==> src/rtl/debug_frame_sequencer_pkg.sv <==
// Shared debug-link definitions: default frame geometry, serialiser state encoding
// and the round-robin pick used by the link arbiter.
package debug_frame_sequencer_pkg;

    localparam int unsigned FRAME_BITS_DEF = 40;
    localparam int unsigned GAP_CYCLES_DEF = 2;
    localparam int unsigned CNT_W_DEF      = 16;

    typedef enum logic [1:0] {
        ST_IDLE  = 2'b00,
        ST_START = 2'b01,
        ST_SHIFT = 2'b10,
        ST_GAP   = 2'b11
    } seq_state_t;

    // Single requester wins outright; on a tie the one not served last wins.
    function automatic logic [1:0] rr_pick(input logic [1:0] valid, input logic last_grant);
        logic [1:0] pick;
        pick = 2'b00;
        case (valid)
            2'b01:   pick = 2'b01;
            2'b10:   pick = 2'b10;
            2'b11:   pick = last_grant ? 2'b01 : 2'b10;
            default: pick = 2'b00;
        endcase
        return pick;
    endfunction

endpackage

==> src/rtl/debug_rr_arbiter2.sv <==
// Two-way round-robin arbiter. Grant is combinational and only offered while
// enabled; the last-served requester is remembered on every accepted grant.
module debug_rr_arbiter2
    import debug_frame_sequencer_pkg::*;
(
    input  logic       i_clk,
    input  logic       i_reset_n,
    input  logic       i_enable,
    input  logic [1:0] i_valid,
    output logic [1:0] o_grant
);

    logic       r_last_grant;
    logic [1:0] w_grant;

    assign w_grant = i_enable ? rr_pick(i_valid, r_last_grant) : 2'b00;
    assign o_grant = w_grant;

    // Reset to 1 so requester 0 wins the first tie.
    always_ff @(posedge i_clk or negedge i_reset_n) begin
        if (!i_reset_n) begin
            r_last_grant <= 1'b1;
        end else if (w_grant != 2'b00) begin
            r_last_grant <= w_grant[1];
        end
    end

endmodule

==> src/rtl/debug_frame_sequencer.sv <==
// Shares the serial debug link between two requesters: arbitrate, send a start
// strobe, shift the frame out MSB first, then hold an idle gap for receiver re-arm.
//
// state | meaning
// IDLE  | link free, arbiter may grant
// START | data_start strobe cycle
// SHIFT | FRAME_BITS data bits on sout
// GAP   | GAP_CYCLES idle cycles, then frame counted
module debug_frame_sequencer
    import debug_frame_sequencer_pkg::*;
#(
    parameter int unsigned FRAME_BITS = FRAME_BITS_DEF,
    parameter int unsigned GAP_CYCLES = GAP_CYCLES_DEF,
    parameter int unsigned CNT_W      = CNT_W_DEF
) (
    input  logic                  i_debug_clk,
    input  logic                  i_reset_n,
    input  logic                  i_req0_valid,
    input  logic [FRAME_BITS-1:0] i_req0_data,
    output logic                  o_req0_ready,
    input  logic                  i_req1_valid,
    input  logic [FRAME_BITS-1:0] i_req1_data,
    output logic                  o_req1_ready,
    output logic                  o_data_start,
    output logic                  o_sout,
    output logic                  o_busy,
    output logic                  o_grant_id,
    output logic [CNT_W-1:0]      o_frames_sent
);

    localparam int unsigned BIT_W = $clog2(FRAME_BITS + 1);
    localparam int unsigned GAP_W = $clog2(GAP_CYCLES + 1);
    localparam logic [BIT_W-1:0] BIT_LAST = BIT_W'(FRAME_BITS);
    localparam logic [GAP_W-1:0] GAP_LOAD = GAP_W'(GAP_CYCLES - 1);

    seq_state_t            r_state;
    logic [FRAME_BITS-1:0] r_shreg;
    logic [BIT_W-1:0]      r_bit_cnt;
    logic [GAP_W-1:0]      r_gap_cnt;
    logic                  r_data_start;
    logic                  r_sout;
    logic                  r_busy;
    logic                  r_grant_id;
    logic [CNT_W-1:0]      r_frames_sent;

    logic [1:0]            w_grant;
    logic                  w_accept;
    logic                  w_idle;
    logic [FRAME_BITS-1:0] w_sel_data;

    assign w_idle = (r_state == ST_IDLE);

    debug_rr_arbiter2 u_arb (
        .i_clk     (i_debug_clk),
        .i_reset_n (i_reset_n),
        .i_enable  (w_idle),
        .i_valid   ({i_req1_valid, i_req0_valid}),
        .o_grant   (w_grant)
    );

    assign w_accept   = |w_grant;
    assign w_sel_data = w_grant[1] ? i_req1_data : i_req0_data;

    // Outputs are registered on the transition into each state, so they line up
    // with the state they describe rather than trailing it by a cycle.
    always_ff @(posedge i_debug_clk or negedge i_reset_n) begin
        if (!i_reset_n) begin
            r_state       <= ST_IDLE;
            r_shreg       <= '0;
            r_bit_cnt     <= '0;
            r_gap_cnt     <= '0;
            r_data_start  <= 1'b0;
            r_sout        <= 1'b0;
            r_busy        <= 1'b0;
            r_grant_id    <= 1'b0;
            r_frames_sent <= '0;
        end else begin
            case (r_state)
                ST_IDLE: begin
                    if (w_accept) begin
                        r_state      <= ST_START;
                        r_data_start <= 1'b1;
                        r_sout       <= 1'b0;
                        r_busy       <= 1'b1;
                        r_grant_id   <= w_grant[1];
                        r_shreg      <= w_sel_data;
                        r_bit_cnt    <= '0;
                    end
                end
                ST_START: begin
                    r_state      <= ST_SHIFT;
                    r_data_start <= 1'b0;
                    r_sout       <= r_shreg[FRAME_BITS-1];
                    r_shreg      <= {r_shreg[FRAME_BITS-2:0], 1'b0};
                    r_bit_cnt    <= BIT_W'(1);
                end
                ST_SHIFT: begin
                    if (r_bit_cnt == BIT_LAST) begin
                        r_state   <= ST_GAP;
                        r_sout    <= 1'b0;
                        r_gap_cnt <= GAP_LOAD;
                    end else begin
                        r_sout    <= r_shreg[FRAME_BITS-1];
                        r_shreg   <= {r_shreg[FRAME_BITS-2:0], 1'b0};
                        r_bit_cnt <= r_bit_cnt + BIT_W'(1);
                    end
                end
                ST_GAP: begin
                    if (r_gap_cnt == '0) begin
                        r_state       <= ST_IDLE;
                        r_busy        <= 1'b0;
                        r_frames_sent <= r_frames_sent + CNT_W'(1);
                    end else begin
                        r_gap_cnt <= r_gap_cnt - GAP_W'(1);
                    end
                end
                default: begin
                    r_state      <= ST_IDLE;
                    r_data_start <= 1'b0;
                    r_sout       <= 1'b0;
                    r_busy       <= 1'b0;
                end
            endcase
        end
    end

    assign o_req0_ready  = w_grant[0];
    assign o_req1_ready  = w_grant[1];
    assign o_data_start  = r_data_start;
    assign o_sout        = r_sout;
    assign o_busy        = r_busy;
    assign o_grant_id    = r_grant_id;
    assign o_frames_sent = r_frames_sent;

endmodule

==> config.mk <==
export PLATFORM = sky130hd
export DESIGN_NAME = debug_frame_sequencer
export DESIGN_NICKNAME = d
export VERILOG_FILES = /design/src/rtl/debug_frame_sequencer_pkg.sv /design/src/rtl/debug_rr_arbiter2.sv /design/src/rtl/debug_frame_sequencer.sv
export SDC_FILE = /design/constraint.sdc
export NUM_CORES = 1
export LEC_CHECK = 0
export ABC_CLOCK_PERIOD_IN_PS = 5300
export CAP_MARGIN = 40
export CORE_UTILIZATION = 53
export DETAILED_ROUTE_END_ITERATION = 7
export MAX_ROUTING_LAYER = met4
export PLACE_DENSITY = 0.91
export SYNTH_ARGS = -nofsm -noshare
export SYNTH_HDL_FRONTEND = slang
export SYNTH_SLANG_ARGS = --single-unit
==> constraint.sdc <==
create_clock -name i_debug_clk -period 5.3 [get_ports i_debug_clk]
set_clock_uncertainty 0.1 [all_clocks]
set_input_delay 1.06 -clock i_debug_clk [delete_from_list [all_inputs] [get_ports i_debug_clk]]
set_output_delay 1.06 -clock i_debug_clk [all_outputs]
set_load 0.03 [all_outputs]
==> results by group, run 1 <==
Status
  – Outcome: finished, final reports clean

Critical path
  – Reg2reg path depth: 6
  – Critical path arrival: 2760 ps
  – CP max FO: 42
  – CP Capture Type: output pin
  – R2r startpoint: r_state[0]
  – Critical path's slowest cell: clkdlybuf4s50_1
  – WP data required: 4140 ps
  – Crit Path Class: primary input to output pin
  – Cell mode on critical path: buf_4
  – Crit-path cells: clkdlybuf4s50_1 -> nand2_1 -> buf_4 -> nand2_1 -> buf_4 -> inv_1 -> buf_4
  – CP startpoint: i_req0_valid
  – Worst setup SP type: primary input
  – Max stage delay on crit path: 620 ps

Global routing
  – Vias in the first global route: 3403
  – GRT Overall Usage: 25.8%
  – First-pass GRT wire length: 15100 microns
  – Initial antenna violation count: 0
  – Gr ovfl total: 0
  – Largest net degree at the start of global routing: 86

Synth
  – Gate Count Post-Synth: 431
  – Post-synth cell types: 41
  – Post-Synthesis Mean Instance Area: 9.32 sq um
  – Ys async rst share: 100%
  – Number of synthesized flops with an enable pin: 0
  – Synth Register Bits: 71
  – Register area share after synthesis: 44.3%
  – Synthesized area: 4020 sq um
  – Syn Nets: 524
  – Main flop type after synthesis: dfrtp_1
  – Synthesis Warnings: 0

Place
  – Post-DP HPWL: 6530 microns
  – I/O Buffers: 105
  – DP Area: 5090 sq um
  – Setup WS pre-CTS: 1400 ps
  – Gpl congestion: 0.754

Clock tree
  – Post-CTS setup buffer count: 0
  – CTS Hold Bufs: 0
  – CTS H-tree lvls: 3
  – # clock sinks: 71
  – CTS max path bufs: 2
  – CTS tree: built
  – Clk_lat worst skew: 360 ps
  – Clock root buffer: clkbuf_8
  – CTS clk-pin slew, worst paths: 70 ps
  – # resized after CTS: 0
  – CTS Buf Count: 9

Timing
  – Slew headroom: 53.4%
  – Unrepaired setup endpoints after global routing: false
  – Worst-margin pin slew: 699 ps
  – Pins Over Slew Limit: 0
  – Final worst-path cycle share: 74.0%
  – Min Tclk post-route: 3920 ps
  – TNS Setup: 0 ps
  – Final setup violation count: 0
  – PnR worst setup slack: 1380 ps
  – Max frequency: 255 MHz
  – Fin. Hold Viols: 0

Min path
  – Hold path startpoint: r_shreg[10]
  – Hold path depth: 2
  – Hold Path Class: flip-flop to flip-flop

Die
  – Die X: 89.1 microns
  – Die Y: 89.1 microns
  – Initial Util: 55.1%
  – I/O pin cnt: 106
  – DIE AREA: 7930 sq um
  – Row count: 31
  – Core ar.: 7290 sq um

Power and ir drop
  – Total Power: 2.84 mW
  – Power per cell area: 535 nW/um^2
  – Internal Power: 1.67 mW
  – Leakage: 2.30 nW
  – Worst VDD drop: 371 uV
  – NetSw: 1.17 mW
  – Share of power burned in registers: 32.2%
  – Power share of the combinational group: 51.7%
  – Clock power share: 16.1%
  – Switching part of the total power: 41.2%

Final layout
  – Core Util, Final: 72.7%
  – Total Nets Final: 613
  – N_diodes: 0
  – Fraction of layout cells with a size suffix above 1: 5.71%
  – Area Overhead vs Synth: 32.1%
  – Fin area: 5300 sq um

Drt
  – 1st-pass router iterations: 4
  – DRC viols: 0
  – ANT nets after route: 0
  – Via density: 5.70
  – WL/cell: 15.0 microns
  – Total Wirelength: 9370 microns
  – Routed via count: 3558
  – Initial DRC Count: 170

Flow run
  – Max-cap violations: 0
-- Yosys cell counts, types with 2 or more instances --
master,count,area share (%)
a211oi_1,39,7.3
a21oi_1,2,0.25
a31oi_1,2,0.31
and2_1,2,0.31
and3_1,42,6.5
buf_2,10,1.2
buf_6,4,1.1
clkbuf_1,19,1.8
dfrtp_1,70,44
ha_1,9,2.8
inv_1,11,1.0
mux2_2,2,0.56
mux2i_1,2,0.50
nand2_1,57,5.3
nand3_1,13,1.6
nand4_1,4,0.62
nor2_1,13,1.2
nor2b_1,41,6.4
nor3_1,3,0.37
o21ai_0,10,1.2
o311ai_0,2,0.44
o31ai_1,41,7.7
or4_1,2,0.37
xnor2_1,11,2.4
xor2_1,4,0.87
-- critical path, delay by kind of cell --
| kind | cells | cell delay [ps] |
|---|---|---|
| buffers and inverters | 5 | 1500 |
| AND/OR/NAND/NOR | 2 | 190 |
-- metrics by stage --
| stage | hold WS, ps | instances |
|---|---|---|
| after floorplan | 349 | 431 |
| after global placement | 360 | 606 |
| after detailed placement | 367 | 608 |
| after CTS | 383 | 624 |
| after global routing | 404 | 624 |
| final | 379 | 624 |
-- routing by layer --
metal / part of all wire [%] / vias to the layer above / track usage [%]
li1: - / 1722 / -
met1: 41 / 1695 / 30.5
met2: 51 / 124 / 43.4
met3: 5.9 / 17 / 6.00
met4: 1.7 / 0 / 8.95
met5: 0 / - / -
-- layout by cell type (no fill, tap or decap), types with 3 or more instances in the layout --
master,count
buf_4,7
nand4_1,4
o21ai_0,10
nor2_1,13
clkbuf_8,12
xnor2_1,11
nand2_1,57
dfrtp_1,70
and3_1,42
clkdlybuf4s50_1,103
nand3_1,13
inv_1,11
nor3_1,3
xor2_1,4
nor2b_1,41
a211oi_1,39
o31ai_1,41
ha_1,8
-- worst paths after layout --
path                                     end  slack (ps)
worst max-delay path            o_req1_ready        1380
worst min-delay path             r_shreg[10]         380
worst max register to register  r_bit_cnt[5]        2800
worst min register to register   r_shreg[10]         380
max in group asynchronous        r_shreg[26]        4020
min in group asynchronous       r_bit_cnt[4]         540
-- final cells by class --
type	instances	area [sq um]
multi-input cells	315	2030
inverters	11	41.3
clock buffers	14	173
clock inverters	2	37.5
repair buffers	112	1120
well taps	99	124
fillers	530	1990
flip-flops and latches	71	1780
-- logic make-up (layout without fill, tap and decap cells) --
logic type	count (synthesis)	in the layout	synth area share, %
adder cells (fa/ha/maj)	9	9	2.80
AO/OA/AOI/OAI	104	104	19.1
multiplexers	4	4	1.06
XOR/XNOR	15	15	3.27
buffers and inverters	45	139	5.36
AND/OR/NAND/NOR	183	183	24.1
flip-flops	71	71	44.3
-- power groups by stage --
| stage | combinational [mW] | sequential [mW] | clock [mW] |
|---|---|---|---|
| after global placement | 1.37 | 0.900 | 0 |
| after floorplan | 1.12 | 0.920 | 0 |
| after CTS | 1.47 | 0.911 | 0.464 |
| final | 1.47 | 0.914 | 0.455 |
| after detailed placement | 1.46 | 0.915 | 0 |
| after global routing | 1.64 | 0.936 | 0.483 |
-- state kept, by name, indices dropped and copies added, names as in the netlist --
name and flops:
u_arb.r_last_grant 1, o_data_start 1, r_bit_cnt 6, r_state 2, o_grant_id 1, o_frames_sent 16, r_shreg 40, r_gap_cnt 2
o_sout 1, o_busy 1
(Power assumes the default switching activity.)
==> run 2, diff against run 1 <==
--- a/config.mk
+++ b/config.mk
@@ -5,12 +5,12 @@
 export SDC_FILE = /design/constraint.sdc
 export NUM_CORES = 1
 export LEC_CHECK = 0
-export ABC_CLOCK_PERIOD_IN_PS = 5300
+export ABC_CLOCK_PERIOD_IN_PS = 4090
 export CAP_MARGIN = 40
-export CORE_UTILIZATION = 53
+export CORE_UTILIZATION = 49
 export DETAILED_ROUTE_END_ITERATION = 7
 export MAX_ROUTING_LAYER = met4
-export PLACE_DENSITY = 0.91
+export PLACE_DENSITY = 0.86
 export SYNTH_ARGS = -nofsm -noshare
 export SYNTH_HDL_FRONTEND = slang
 export SYNTH_SLANG_ARGS = --single-unit
==> constraint.sdc (replaced) <==
create_clock -name i_debug_clk -period 4.09 [get_ports i_debug_clk]
set_clock_uncertainty 0.1 [all_clocks]
set_input_delay 0.818 -clock i_debug_clk [delete_from_list [all_inputs] [get_ports i_debug_clk]]
set_output_delay 0.818 -clock i_debug_clk [all_outputs]
set_load 0.03 [all_outputs]
==> results by group, run 2 (synthesized netlist as in run 1, its figures left out) <==
Drt
  – 1st-pass router iterations: 4 (unchanged)
  – WL/cell: 14.0 microns (-6.8%)
  – ANT nets after route: 0 (unchanged)
  – Routed via count: 3452 (-3.0%)
  – Via density: 5.51 (-3.4%)
  – Initial DRC Count: 125 (-26%)
  – Total Wirelength: 8770 microns (-6.4%)
  – DRC viols: 0 (unchanged)

Final layout
  – Fin area: 5340 sq um (+0.64%)
  – Area Overhead vs Synth: 32.9%
  – N_diodes: 0 (unchanged)
  – Most frequent cells in the layout: 103 x clkdlybuf4s50_1, 70 x dfrtp_1, 57 x nand2_1, 42 x and3_1
  – Total Nets Final: 613 (unchanged)
  – Biggest register: r_shreg
  – Number of flip-flops in the largest register: 40 (unchanged)
  – Fraction of layout cells with a size suffix above 1: 6.10% (+0.38 points)
  – Most common cell after layout, fill and taps aside: clkdlybuf4s50_1
  – Fillers: 597 (+13%)

Flow run
  – Max-cap violations: 0 (unchanged)

Clock tree
  – CTS H-tree lvls: 3 (unchanged)
  – Post-CTS setup buffer count: 0 (unchanged)
  – CTS clk-pin slew, worst paths: 80 ps (about the same)
  – # resized after CTS: 0 (unchanged)
  – # clock sinks: 71 (unchanged)
  – CTS Buf Count: 9 (unchanged)
  – CTS Hold Bufs: 0 (unchanged)
  – CTS tree: built
  – CTS max path bufs: 2 (unchanged)
  – Clk_lat worst skew: 350 ps (about the same)
  – Clock root buffer: clkbuf_8

Global routing
  – Initial antenna violation count: 0 (unchanged)
  – Largest net degree at the start of global routing: 74 (-14%)
  – Gr ovfl total: 0 (unchanged)
  – First-pass GRT wire length: 15100 microns (about the same)
  – GRT Overall Usage: 22.8% (-3.0 points)
  – Vias in the first global route: 3319 (-2.5%)

Critical path
  – Crit Path Class: primary input to output pin
  – WP data required: 3170 ps (-970 ps)
  – R2R setup slack: 1550 ps (-1250 ps)
  – Reg2reg path depth: 7 (+1)
  – R2r startpoint: r_state[0]
  – CP max FO: 8 (-81%)
  – CP Capture Type: output pin
  – Crit Reg-Reg Endpoint: r_shreg[16]
  – Critical path arrival: 2490 ps (-270 ps)
  – Critical path endpoint: o_req0_ready
  – CP startpoint: i_req0_valid
  – Worst setup SP type: primary input

Place
  – DP Area: 5080 sq um (-0.17%)
  – Post-DP HPWL: 6240 microns (-4.4%)
  – Gpl congestion: 0.748 (-0.70%)
  – I/O Buffers: 105 (unchanged)

Min path
  – Hold Path Class: primary input to asynchronous set/reset pin

Timing
  – Pins Over Slew Limit: 0 (unchanged)
  – Max frequency: 293 MHz
  – Min Tclk post-route: 3410 ps
  – Final worst-path cycle share: 83.4%
  – Final setup violation count: 0 (unchanged)
  – Worst-margin pin slew: 595 ps (-104 ps)
  – Unrepaired setup endpoints after global routing: false
  – Slew headroom: 60.3% (+7.0 points)
  – TNS Setup: 0 ps (unchanged)
  – Fin. Hold Viols: 0 (unchanged)

Die
  – I/O pin cnt: 106 (unchanged)
  – Die X: 92.5 microns (+3.9%)
  – Initial Util: 51.4% (-3.6 points)
  – Die Y: 92.5 microns (+3.9%)
  – Core ar.: 7810 sq um (+7.1%)
  – Row count: 32 (+3.2%)
  – DIE AREA: 8560 sq um (+8.0%)

Power and ir drop
  – Worst VDD drop: 506 uV (+36%)
  – Power per cell area: 704 nW/um^2 (+32%)
  – Leakage: 2.32 nW (+0.73%)

Status
  – Outcome: finished, final reports clean
==> run 2: cell count changes in the layout (fill, tap and decap cells not counted), sizes merged <==
| cell | delta |
|---|---|
| clkbuf | -4 |
| inv | +2 |
| bufinv | +2 |
==> run 2: final cells by class <==
class	count	area (sq um)	area share, %
clock buffers	10	138	2.58
clock inverters	6	115	2.16
inverters	11	41.3	0.774
multi-input cells	315	2030	38.0
flip-flops and latches	71	1780	33.3
well taps	102	128	2.39
repair buffers	112	1110	20.8
==> run 2: worst min path at each step <==
stage,end,start
finish,r_bit_cnt[5],i_reset_n
CTS,o_frames_sent[8],i_reset_n
detailed placement,r_shreg[36],r_shreg[36]
floorplan,r_shreg[39],r_shreg[39]
global route,o_frames_sent[11],i_reset_n
global placement,r_shreg[15],r_shreg[15]
==> run 2: power by group <==
part | internal (mW) | switching (mW) | total (mW)
combinational | 0.822 | 1.06 | 1.88
clock | 0.426 | 0.275 | 0.701
sequential | 1.00 | 0.174 | 1.17
total | 2.25 | 1.51 | 3.76
==> run 2: worst max-delay path, cell delays in order <==
cell	delay, ps
clkdlybuf4s50_1	620
nand2_1	90
a21oi_1	240
clkdlybuf4s50_1	730
==> run 2: routing by layer <==
layer	part of all wire (%)	track usage [%]	up-vias
met3	4.2	4.19	10
met4	1.5	8.20	0
met5	0	-	-
met2	49	36.3	103
met1	46	29.1	1612
li1	-	-	1727
==> run 2: stage by stage <==
stage | util, % | hold slack [ps] | worst slack, ps | instances | power [mW]
after floorplan | - | 349 | 1530 | 431 | 2.64
after global placement | 64.9 | 360 | 734 | 610 | 2.97
after detailed placement | 65.1 | 368 | 716 | 611 | 3.06
after CTS | 68.4 | 302 | 707 | 627 | 3.78
after global routing | 68.4 | 331 | 597 | 627 | 4.07
final | 68.4 | 299 | 677 | 627 | 3.76
==> run 3, diff against run 2 <==
--- a/config.mk
+++ b/config.mk
@@ -5,7 +5,7 @@
 export SDC_FILE = /design/constraint.sdc
 export NUM_CORES = 1
 export LEC_CHECK = 0
-export ABC_CLOCK_PERIOD_IN_PS = 4090
+export ABC_CLOCK_PERIOD_IN_PS = 3460
 export CAP_MARGIN = 40
 export CORE_UTILIZATION = 49
 export DETAILED_ROUTE_END_ITERATION = 7
==> constraint.sdc (replaced) <==
create_clock -name i_debug_clk -period 3.46 [get_ports i_debug_clk]
set_clock_uncertainty 0.1 [all_clocks]
set_input_delay 0.692 -clock i_debug_clk [delete_from_list [all_inputs] [get_ports i_debug_clk]]
set_output_delay 0.692 -clock i_debug_clk [all_outputs]
set_load 0.03 [all_outputs]
==> results by group, run 3 (synthesized netlist as in run 1, its figures left out) <==
Status
  – Outcome: finished, final reports clean

Final layout
  – Fraction of layout cells with a size suffix above 1: 6.27% (+0.18 points)
  – Total Nets Final: 614 (+0.16%)
  – Area Overhead vs Synth: 32.2%
  – Fillers: 625 (+4.7%)
  – Most common cell after layout, fill and taps aside: clkdlybuf4s50_1
  – Most frequent cells in the layout: 103 x clkdlybuf4s50_1, 70 x dfrtp_1, 57 x nand2_1, 42 x and3_1
  – Number of flip-flops in the largest register: 40 (unchanged)
  – Cell Count, Final, Fillers Out: 628 (+0.16%)
  – Core Util, Final: 68.0% (-0.35 points)
  – N_diodes: 0 (unchanged)
  – Biggest register: r_shreg

Drt
  – Routed via count: 3476 (+0.70%)
  – Via density: 5.54 (+0.53%)
  – ANT nets after route: 0 (unchanged)
  – Initial DRC Count: 195 (+56%)
  – DRC viols: 0 (unchanged)
  – 1st-pass router iterations: 5 (+1)
  – Total Wirelength: 8950 microns (+2.0%)
  – WL/cell: 14.2 microns (+1.8%)

Critical path
  – CP Capture Type: output pin
  – Crit Path Class: primary input to output pin
  – Worst setup SP type: primary input
  – Crit-path cells: clkdlybuf4s50_1 -> nand2_1 -> a21oi_1 -> clkdlybuf4s50_1
  – Cell mode on critical path: clkdlybuf4s50_1
  – Max stage delay on crit path: 730 ps (about the same)
  – Critical path arrival: 2220 ps (-270 ps)
  – Worst Path Buf+Inv: 2 (unchanged)
  – WP data required: 2670 ps (-500 ps)
  – Crit path max-delay family: buffers and inverters
  – CP max FO: 2 (-6)
  – Critical path's slowest cell: clkdlybuf4s50_1

Place
  – I/O Buffers: 105 (unchanged)
  – Gpl congestion: 0.805 (+7.6%)
  – Post-DP HPWL: 6520 microns (+4.5%)
  – Cells after DPL: 612 (+0.16%)

Die
  – DIE AREA: 8560 sq um (unchanged)
  – Core ar.: 7810 sq um (unchanged)
  – I/O pin cnt: 106 (unchanged)
  – Die Y: 92.5 microns (unchanged)
  – Row count: 32 (unchanged)
  – Initial Util: 51.4% (unchanged)
  – Die X: 92.5 microns (unchanged)

Global routing
  – Initial antenna violation count: 0 (unchanged)
  – GRT Overall Usage: 23.1% (+0.27 points)
  – Gr ovfl total: 0 (unchanged)
  – Vias in the first global route: 3362 (+1.3%)
  – First-pass GRT wire length: 15100 microns (+0.18%)
  – Largest net degree at the start of global routing: 65 (-12%)

Clock tree
  – CTS max path bufs: 2 (unchanged)
  – # resized after CTS: 0 (unchanged)
  – Post-CTS setup buffer count: 0 (unchanged)
  – CTS tree: built
  – CTS H-tree lvls: 3 (unchanged)
  – Clock root buffer: clkbuf_8
  – CTS Hold Bufs: 0 (unchanged)
  – Clk_lat worst skew: 350 ps (about the same)
  – CTS clk-pin slew, worst paths: 70 ps (about the same)
  – CTS Buf Count: 9 (unchanged)
  – # clock sinks: 71 (unchanged)

Power and ir drop
  – Leakage: 2.30 nW (-0.69%)
  – Power per cell area: 813 nW/um^2 (+16%)
  – Worst VDD drop: 505 uV (-0.24%)

Timing
  – TNS Setup: 0 ps (unchanged)
  – Max frequency: 332 MHz
  – Pins Over Slew Limit: 0 (unchanged)
  – Min Tclk post-route: 3010 ps
  – Final setup violation count: 0 (unchanged)
  – Fin. Hold Viols: 0 (unchanged)
  – Slew headroom: 60.1% (-0.20 points)
  – Worst-margin pin slew: 598 ps (+3.00 ps)
  – Final worst-path cycle share: 86.9%
  – Unrepaired setup endpoints after global routing: false

Flow run
  – Max-cap violations: 0 (unchanged)

Min path
  – Hold Path Class: primary input to asynchronous set/reset pin
-- run 3: cell count changes in the layout (fill, tap and decap cells not counted), sizes merged --
cell,before,now
clkinvlp,1,2
bufinv,3,1
clkinv,0,1
buf,9,10
-- run 3: layer usage --
layer | up-vias | GRT usage [%] | share of wire (%)
met1 | 1629 | 29.5 | 46
li1 | 1729 | - | -
met3 | 16 | 4.27 | 4.3
met5 | - | - | 0
met2 | 102 | 36.7 | 48
met4 | 0 | 8.33 | 1.9
-- run 3: final timing paths --
check	endpoint	slack, ps	cells past startpoint	startpoint
setup / recovery	o_req0_ready	450	4	i_req0_valid
hold / removal	r_bit_cnt[4]	200	1	i_reset_n
setup reg to reg	r_bit_cnt[3]	1120	5	r_state[0]
hold reg to reg	o_frames_sent[15]	370	1	o_frames_sent[15]
max in group asynchronous	r_shreg[19]	2510	2	i_reset_n
min in group i_debug_clk	o_frames_sent[15]	370	1	o_frames_sent[15]
-- run 3: power breakdown --
part	internal (mW)	leakage (nW)	switching [mW]	total, mW
Sequential	1.18	0.880	0.203	1.39
Clock	0.356	0.0993	0.325	0.682
Combinational	0.998	1.32	1.25	2.25
-- run 3: through the flow --
step / worst slack, ps / instance area [sq um] / hold WS [ps] / power (mW)
finish: 452 / 5310 / 202 / 4.32
global route: 373 / 5310 / 230 / 4.67
CTS: 434 / 5310 / 205 / 4.35
detailed placement: 446 / 5100 / 366 / 3.66
global placement: 448 / 5080 / 359 / 3.54
floorplan: 1160 / 4020 / 296 / 3.12
-- run 3: cell type report --
cell class	count	area, sq um	area share [%]
inverter	11	41.3	0.778
timing repair buffer	113	1130	21.3
clock buffer	10	138	2.59
multi-input combinational	315	2030	38.2
sequential	71	1780	33.5
tap	102	128	2.40
clock inverter	6	67.6	1.27
